`config.mk`:
```
export PLATFORM = sky130hd
export DESIGN_NAME = odd_parity_frame_rx_flat
export DESIGN_NICKNAME = d
export VERILOG_FILES = /design/src/rtl/parity_link_pkg.sv /design/src/rtl/odd_parity_frame_rx_if.sv /design/src/rtl/sat_counter.sv /design/src/rtl/odd_parity_frame_rx.sv /design/src/flat_wrapper.sv
export SDC_FILE = /design/constraint.sdc
export NUM_CORES = 1
export LEC_CHECK = 0
export CORE_MARGIN = 3
export CORE_UTILIZATION = 48
export DETAILED_ROUTE_END_ITERATION = 8
export PLACE_DENSITY = 0.75
export SLEW_MARGIN = 25
export SYNTH_ARGS = -nofsm -noshare
export SYNTH_HDL_FRONTEND = slang
export SYNTH_SLANG_ARGS = --single-unit
export TNS_END_PERCENT = 5
```
`constraint.sdc`:
```
create_clock -name clk -period 1.9 [get_ports clk]
set_clock_uncertainty 0.2 [all_clocks]
set_input_delay 0.57 -clock clk [delete_from_list [all_inputs] [get_ports clk]]
set_output_delay 0.57 -clock clk [all_outputs]
set_load 0.05 [all_outputs]
```
`src/rtl/parity_link_pkg.sv`:
```
// ---------------------------------------------------------------------------
// parity_link_pkg
// Definitions shared by the odd-parity serial link blocks: the generator, this
// receiver, and any later transmitter.
//   rx_state_t : receiver FSM states (IDLE, DATA, PARITY, STOP)
//   START_BIT  : line level that opens a frame
//   STOP_BIT   : line level that closes a well-formed frame
//   IDLE_LVL   : line level between frames
// ---------------------------------------------------------------------------
package parity_link_pkg;

    typedef enum logic [1:0] {
        IDLE   = 2'd0,
        DATA   = 2'd1,
        PARITY = 2'd2,
        STOP   = 2'd3
    } rx_state_t;

    localparam logic START_BIT = 1'b1;
    localparam logic STOP_BIT  = 1'b0;
    localparam logic IDLE_LVL  = 1'b0;

endpackage : parity_link_pkg

```
`src/rtl/odd_parity_frame_rx_if.sv`:
```
// ---------------------------------------------------------------------------
// odd_parity_frame_rx_if
// Groups the serial input and the recovered-frame outputs of the odd-parity
// frame receiver.
//   in       : serial line, one bit per clock (driven by the link side)
//   data_out : last received data word
//   valid    : one-cycle pulse per completed frame
//   par_err  : parity error of the last frame
//   frm_err  : stop-bit error of the last frame
//   good_cnt : saturating count of error-free frames
//   err_cnt  : saturating count of errored frames
// Modports: master = link side / consumer, slave = receiver.
// ---------------------------------------------------------------------------
interface odd_parity_frame_rx_if #(
    parameter int DATA_W = 8,
    parameter int CNT_W  = 8
);
    logic              in;
    logic [DATA_W-1:0] data_out;
    logic              valid;
    logic              par_err;
    logic              frm_err;
    logic [CNT_W-1:0]  good_cnt;
    logic [CNT_W-1:0]  err_cnt;

    modport master (
        output in,
        input  data_out,
        input  valid,
        input  par_err,
        input  frm_err,
        input  good_cnt,
        input  err_cnt
    );

    modport slave (
        input  in,
        output data_out,
        output valid,
        output par_err,
        output frm_err,
        output good_cnt,
        output err_cnt
    );
endinterface : odd_parity_frame_rx_if

```
`src/rtl/sat_counter.sv`:
```
// ---------------------------------------------------------------------------
// sat_counter
// Up-counter that sticks at its all-ones value instead of wrapping.
//   clk  : clock
//   arst : asynchronous active-high reset, clears the count
//   inc  : count enable, one increment per clock while high
//   cnt  : current count
// ---------------------------------------------------------------------------
module sat_counter #(
    parameter int CNT_W = 8
) (
    input  logic             clk,
    input  logic             arst,
    input  logic             inc,
    output logic [CNT_W-1:0] cnt
);
    logic [CNT_W-1:0] cnt_reg;

    always_ff @(posedge clk or posedge arst) begin
        if (arst) begin
            cnt_reg <= '0;
        end else if (inc && (cnt_reg != {CNT_W{1'b1}})) begin
            cnt_reg <= cnt_reg + CNT_W'(1);
        end
    end

    assign cnt = cnt_reg;

endmodule : sat_counter

```
`src/rtl/odd_parity_frame_rx.sv`:
```
// ---------------------------------------------------------------------------
// odd_parity_frame_rx
// Receives frames on a one-bit-per-clock serial line:
//   start(1), DATA_W data bits LSB first, odd parity bit, stop(0).
// Publishes the recovered word with parity/framing flags and keeps saturating
// counts of good and errored frames.
//   clk  : clock, all state on rising edge
//   arst : asynchronous active-high reset
//   bus  : slave side of odd_parity_frame_rx_if (in, data_out, valid,
//          par_err, frm_err, good_cnt, err_cnt)
// ---------------------------------------------------------------------------
module odd_parity_frame_rx #(
    parameter int DATA_W = 8,
    parameter int CNT_W  = 8
) (
    input  logic                  clk,
    input  logic                  arst,
    odd_parity_frame_rx_if.slave  bus
);
    import parity_link_pkg::*;

    localparam int                IDX_W    = (DATA_W > 1) ? $clog2(DATA_W) : 1;
    localparam logic [IDX_W-1:0]  LAST_IDX = IDX_W'(DATA_W - 1);

    rx_state_t         state_reg;
    logic [DATA_W-1:0] shreg_reg;
    logic [IDX_W-1:0]  idx_reg;
    logic              acc_reg;
    logic              perr_reg;

    logic [DATA_W-1:0] data_out_reg;
    logic              valid_reg;
    logic              par_err_reg;
    logic              frm_err_reg;

    // Counter enables are decoded from the STOP state and the live stop bit so
    // the counters step on the same edge that raises valid.
    logic              stop_cycle;
    logic              frame_bad;
    logic [1:0]        inc_vec;     // [0] good frame, [1] errored frame
    logic [CNT_W-1:0]  cnt_vec [2];

    assign stop_cycle = (state_reg == STOP);
    assign frame_bad  = perr_reg | (bus.in != STOP_BIT);
    assign inc_vec[0] = stop_cycle & ~frame_bad;
    assign inc_vec[1] = stop_cycle &  frame_bad;

    always_ff @(posedge clk or posedge arst) begin
        if (arst) begin
            state_reg    <= IDLE;
            shreg_reg    <= '0;
            idx_reg      <= '0;
            acc_reg      <= 1'b0;
            perr_reg     <= 1'b0;
            data_out_reg <= '0;
            valid_reg    <= 1'b0;
            par_err_reg  <= 1'b0;
            frm_err_reg  <= 1'b0;
        end else begin
            valid_reg <= 1'b0;
            case (state_reg)
                IDLE: begin
                    if (bus.in == START_BIT) begin
                        state_reg <= DATA;
                        idx_reg   <= '0;
                        acc_reg   <= 1'b0;
                    end
                end
                DATA: begin
                    shreg_reg[idx_reg] <= bus.in;
                    acc_reg            <= acc_reg ^ bus.in;
                    if (idx_reg == LAST_IDX) begin
                        state_reg <= PARITY;
                    end else begin
                        idx_reg <= idx_reg + IDX_W'(1);
                    end
                end
                PARITY: begin
                    // Data ones plus parity bit must be odd; an even total is an error.
                    perr_reg  <= ~(acc_reg ^ bus.in);
                    state_reg <= STOP;
                end
                STOP: begin
                    // The stop sample is always consumed here, so a bad stop
                    // bit of 1 can never be mistaken for the next start bit.
                    data_out_reg <= shreg_reg;
                    par_err_reg  <= perr_reg;
                    frm_err_reg  <= (bus.in != STOP_BIT);
                    valid_reg    <= 1'b1;
                    state_reg    <= IDLE;
                end
                default: begin
                    state_reg <= IDLE;
                end
            endcase
        end
    end

    genvar gi;
    generate
        for (gi = 0; gi < 2; gi++) begin : g_cnt
            sat_counter #(
                .CNT_W (CNT_W)
            ) u_cnt (
                .clk  (clk),
                .arst (arst),
                .inc  (inc_vec[gi]),
                .cnt  (cnt_vec[gi])
            );
        end
    endgenerate

    assign bus.data_out = data_out_reg;
    assign bus.valid    = valid_reg;
    assign bus.par_err  = par_err_reg;
    assign bus.frm_err  = frm_err_reg;
    assign bus.good_cnt = cnt_vec[0];
    assign bus.err_cnt  = cnt_vec[1];

endmodule : odd_parity_frame_rx

```
`src/flat_wrapper.sv`:
```
// flat-port wrapper written by rule: the top's interface ports become plain ports
module odd_parity_frame_rx_flat import parity_link_pkg::*;
#(
    parameter int DATA_W = 8,
    parameter int CNT_W  = 8
)
  (clk, arst, bus_in, bus_data_out, bus_valid, bus_par_err, bus_frm_err, bus_good_cnt, bus_err_cnt);
  odd_parity_frame_rx_if #(.DATA_W(DATA_W), .CNT_W(CNT_W)) bus_i ();
  input  logic clk;
  input  logic arst;
  input wire logic [$bits(bus_i.in)-1:0] bus_in;
  output wire logic [$bits(bus_i.data_out)-1:0] bus_data_out;
  output wire logic [$bits(bus_i.valid)-1:0] bus_valid;
  output wire logic [$bits(bus_i.par_err)-1:0] bus_par_err;
  output wire logic [$bits(bus_i.frm_err)-1:0] bus_frm_err;
  output wire logic [$bits(bus_i.good_cnt)-1:0] bus_good_cnt;
  output wire logic [$bits(bus_i.err_cnt)-1:0] bus_err_cnt;
  assign bus_i.in = bus_in;
  assign bus_data_out = bus_i.data_out;
  assign bus_valid = bus_i.valid;
  assign bus_par_err = bus_i.par_err;
  assign bus_frm_err = bus_i.frm_err;
  assign bus_good_cnt = bus_i.good_cnt;
  assign bus_err_cnt = bus_i.err_cnt;
  odd_parity_frame_rx #(.DATA_W(DATA_W), .CNT_W(CNT_W)) u_core (.clk(clk), .arst(arst), .bus(bus_i));
endmodule
```
==> impl_results.md <==
* Outcome: complete, no violations
* Cell row count at 22
* Synth Flop Type: dfrtp_1
* Share of layout cells above drive strength 1 at 40.10%
* Vias in the first global route at 1423
* Post-route cell area at 2816 sq um
* Die Area at 4982 sq um
* Final setup fails at 0
* Routed Antenna Nets at 0
* CTS Buf Count at 5
* Core area at 3826 sq um
* Reg2reg end: u_core.g_cnt[0].u_cnt.cnt[7]
* Starting density of the core at 52.32%
* Switch share at 40.04%
* Number of max-cap violations at 0
* Synth Warn # at 0
* Reg-to-reg slack, setup at 90 ps
* Post-Synthesis Net Count at 176
* Worst skew pair latency at 290 ps
* Pin count of the biggest net entering global routing at 43
* GR Layer Usage met2 at 29.52%
* Via count at 1399
* Post-DP HPWL at 2834 microns
* Worst Path Max Fanout at 4
* TritonCTS clock tree: yes
* Die Ht at 70.58 microns
* Cells after synthesis at 164
* Post-DP Area at 2693 sq um
* Power, Total at 5.199 mW
* Setup TNS at 0 ps
* Logic pwr share at 54.2%
* Nets at 218
* Final GP Congestion at 0.8297
* Mapped Area at 2002 sq um
* Most Used Layer, Global Route: met2
* Peak VDD IR at 0.0009198 V
* Grt met3 use at 3.835%
* CTS Hold Bufs at 0
* GR Overflow Total at 0
* Hold path startpoint: u_core.shreg_reg[0]
* CTS H-Tree Depth at 2
* Max FFs per register at 16
* Slew @ Worst Pin at 319.7 ps
* Setup crit end kind: flop
* Min Clock Period, post-route at 1806 ps
* Int Power at 3.117 mW
* Register share of total power at 32.5%
* Ys async rst share at 100.0%
* DRC viols at 0
* Clock network power share at 13.3%
* Cell Count Post-Placement at 246
* Area grow syn2layout at 40.69%
* PortBufs at 29
* Pwr dens at 1846 nW/um^2
* Initial DRC count at 83
* FILL cells at 255
* Leading cell type in the layout, fill and taps excluded: dfrtp_1
* Avg Inst Size Synth at 12.21 sq um
* Ports at 30
* Final count of hold timing violations at 0
* Seq cells post-synth at 42
* Fmax at 0.5537 GHz
* Max transition margin at 78.39%
* Final worst-path cycle share at 95.06%
* Clock root cell: clkbuf_8
* Most frequent cells in the layout: 37 x dfrtp_1, 28 x buf_12, 26 x mux2_2
* Total Routing Usage GR at 16.23%
* Post-synthesis sequential area ratio at 52.50%
* Final Instance Count excl. Fillers at 255
* Worst hold path class: flop to flop
* Net Sw Power at 2.081 mW
* Initial antenna violation count at 0
* RSZ-0062 raised after global routing: no
* Die X at 70.58 microns
* Startpoint types: flop
* Routed WL per cell at 15.13 microns
* Post-synth cell types at 36
* Worst R2R Start: u_core.state_reg[1]
* CTS Buffer Depth at 2
* WS Path Type: flop to flop
* DR pass1 iterations at 4
* Footprint of the multi-input gates at 915.9 sq um
* Clock transition at the registers of the reported paths at 80 ps
* Routed WL at 3857 microns
* Max-slew violation total from the final report at 0
* GR Util met1 at 18.37%
* Worst hold path depth at 1
* First-pass GRT wire length at 6465 microns
* Reg area at 1057 sq um
* Hold Path Sink: u_core.bus.data_out[0]
* Critical path required time at 1890 ps
* TritonCTS Sinks at 42
* Leak at 1.223 nW
* Vias per std cell at 5.486
* Reg2reg path depth at 5
* Post-synth EDFFs at 0
* Crit path DAT at 1790 ps
* Ant. Diodes at 0
[Yosys cell counts, types with 2 or more instances]
cell / count / area [sq um]
dfrtp_1: 42 / 1051
mux2_2: 26 / 292.8
nand2_1: 12 / 45.04
ha_1: 9 / 112.6
nand3_1: 8 / 40.04
nor2_1: 7 / 26.28
xnor2_1: 7 / 61.31
o21ai_0: 6 / 30.03
clkbuf_1: 4 / 15.01
nand4_1: 4 / 25.02
a22o_1: 3 / 26.28
inv_1: 3 / 11.26
nand2b_1: 3 / 18.77
nor2b_1: 3 / 18.77
mux2i_1: 2 / 20.02
nand4b_1: 2 / 17.52
nor3b_1: 2 / 15.01
o21a_1: 2 / 15.01
o21bai_1: 2 / 15.01
[what timing repair did]
item | CTS | global route
endpoints found under the setup margin | 9 | 3
resized for setup | 1 | 3
pin swaps | 0 | 1
setup buffers | 0 | 1
[routing by layer]
metal	wire, microns	vias to the layer above
li1	-	665
met1	1596	693
met2	2028	33
met3	172	8
met4	59	0
met5	0	-
[power groups by stage]
stage	Clock [mW]	Sequential (mW)	Combinational, mW
CTS	0.715	1.69	2.83
finish	0.692	1.69	2.82
detailed placement	0	1.71	2.82
global route	0.749	1.74	2.97
floorplan	0	2.27	0.911
global placement	0	1.67	2.75
[critical path, cell delays in order, from the launching register on]
cell and delay (ps):
dfrtp_1 420, ha_2 210, nor3b_4 210, nand4_2 170
nor3_2 140, mux2_2 350
[cell families (layout without fill, tap and decap cells)]
| kind of cell | Yosys count | after routing | synth area share (%) |
|---|---|---|---|
| flip-flops | 42 | 42 | 52.50 |
| XOR/XNOR | 8 | 8 | 3.500 |
| AND/OR/NAND/NOR | 49 | 49 | 14.13 |
| adder cells (fa/ha/maj) | 9 | 9 | 5.625 |
| AO/OA/AOI/OAI | 19 | 19 | 6.500 |
| multiplexers | 28 | 28 | 15.62 |
| buffers and inverters | 9 | 52 | 2.124 |
[cell type report]
cell class	count	share of cell area, %
Sequential cell	42	37.54
Inverter	3	0.3998
Timing Repair Buffer	41	23.50
Clock buffer	6	2.577
Multi-Input combinational cell	113	32.52
Clock inverter	2	1.333
Tap cell	48	2.132
[through the flow]
step | hold WS, ps | utilization (%) | setup WS, ps
detailed placement | 295.5 | 70.37 | -480.5
finish | 310.0 | 73.61 | 93.93
floorplan | 273.6 | - | -14.77
CTS | 313.4 | 73.22 | 62.31
global placement | 282.8 | 70.37 | -386.6
global route | 330.7 | 73.61 | 0.9945
[worst max path at each step]
stage,startpoint,end,slack (ps),depth (start not counted)
2_1_floorplan,u_core.g_cnt[1].u_cnt.cnt[5],u_core.g_cnt[1].u_cnt.cnt[1],-10,4
3_3_place_gp,bus_in,u_core.g_cnt[0].u_cnt.cnt[7],-390,5
3_5_place_dp,bus_in,u_core.g_cnt[0].u_cnt.cnt[5],-480,5
4_1_cts,u_core.state_reg[0],u_core.g_cnt[0].u_cnt.cnt[5],60,5
5_1_grt,u_core.state_reg[1],u_core.g_cnt[0].u_cnt.cnt[7],1,5
6_report,u_core.state_reg[1],u_core.g_cnt[0].u_cnt.cnt[7],90,5
(Power assumes the default switching activity.)
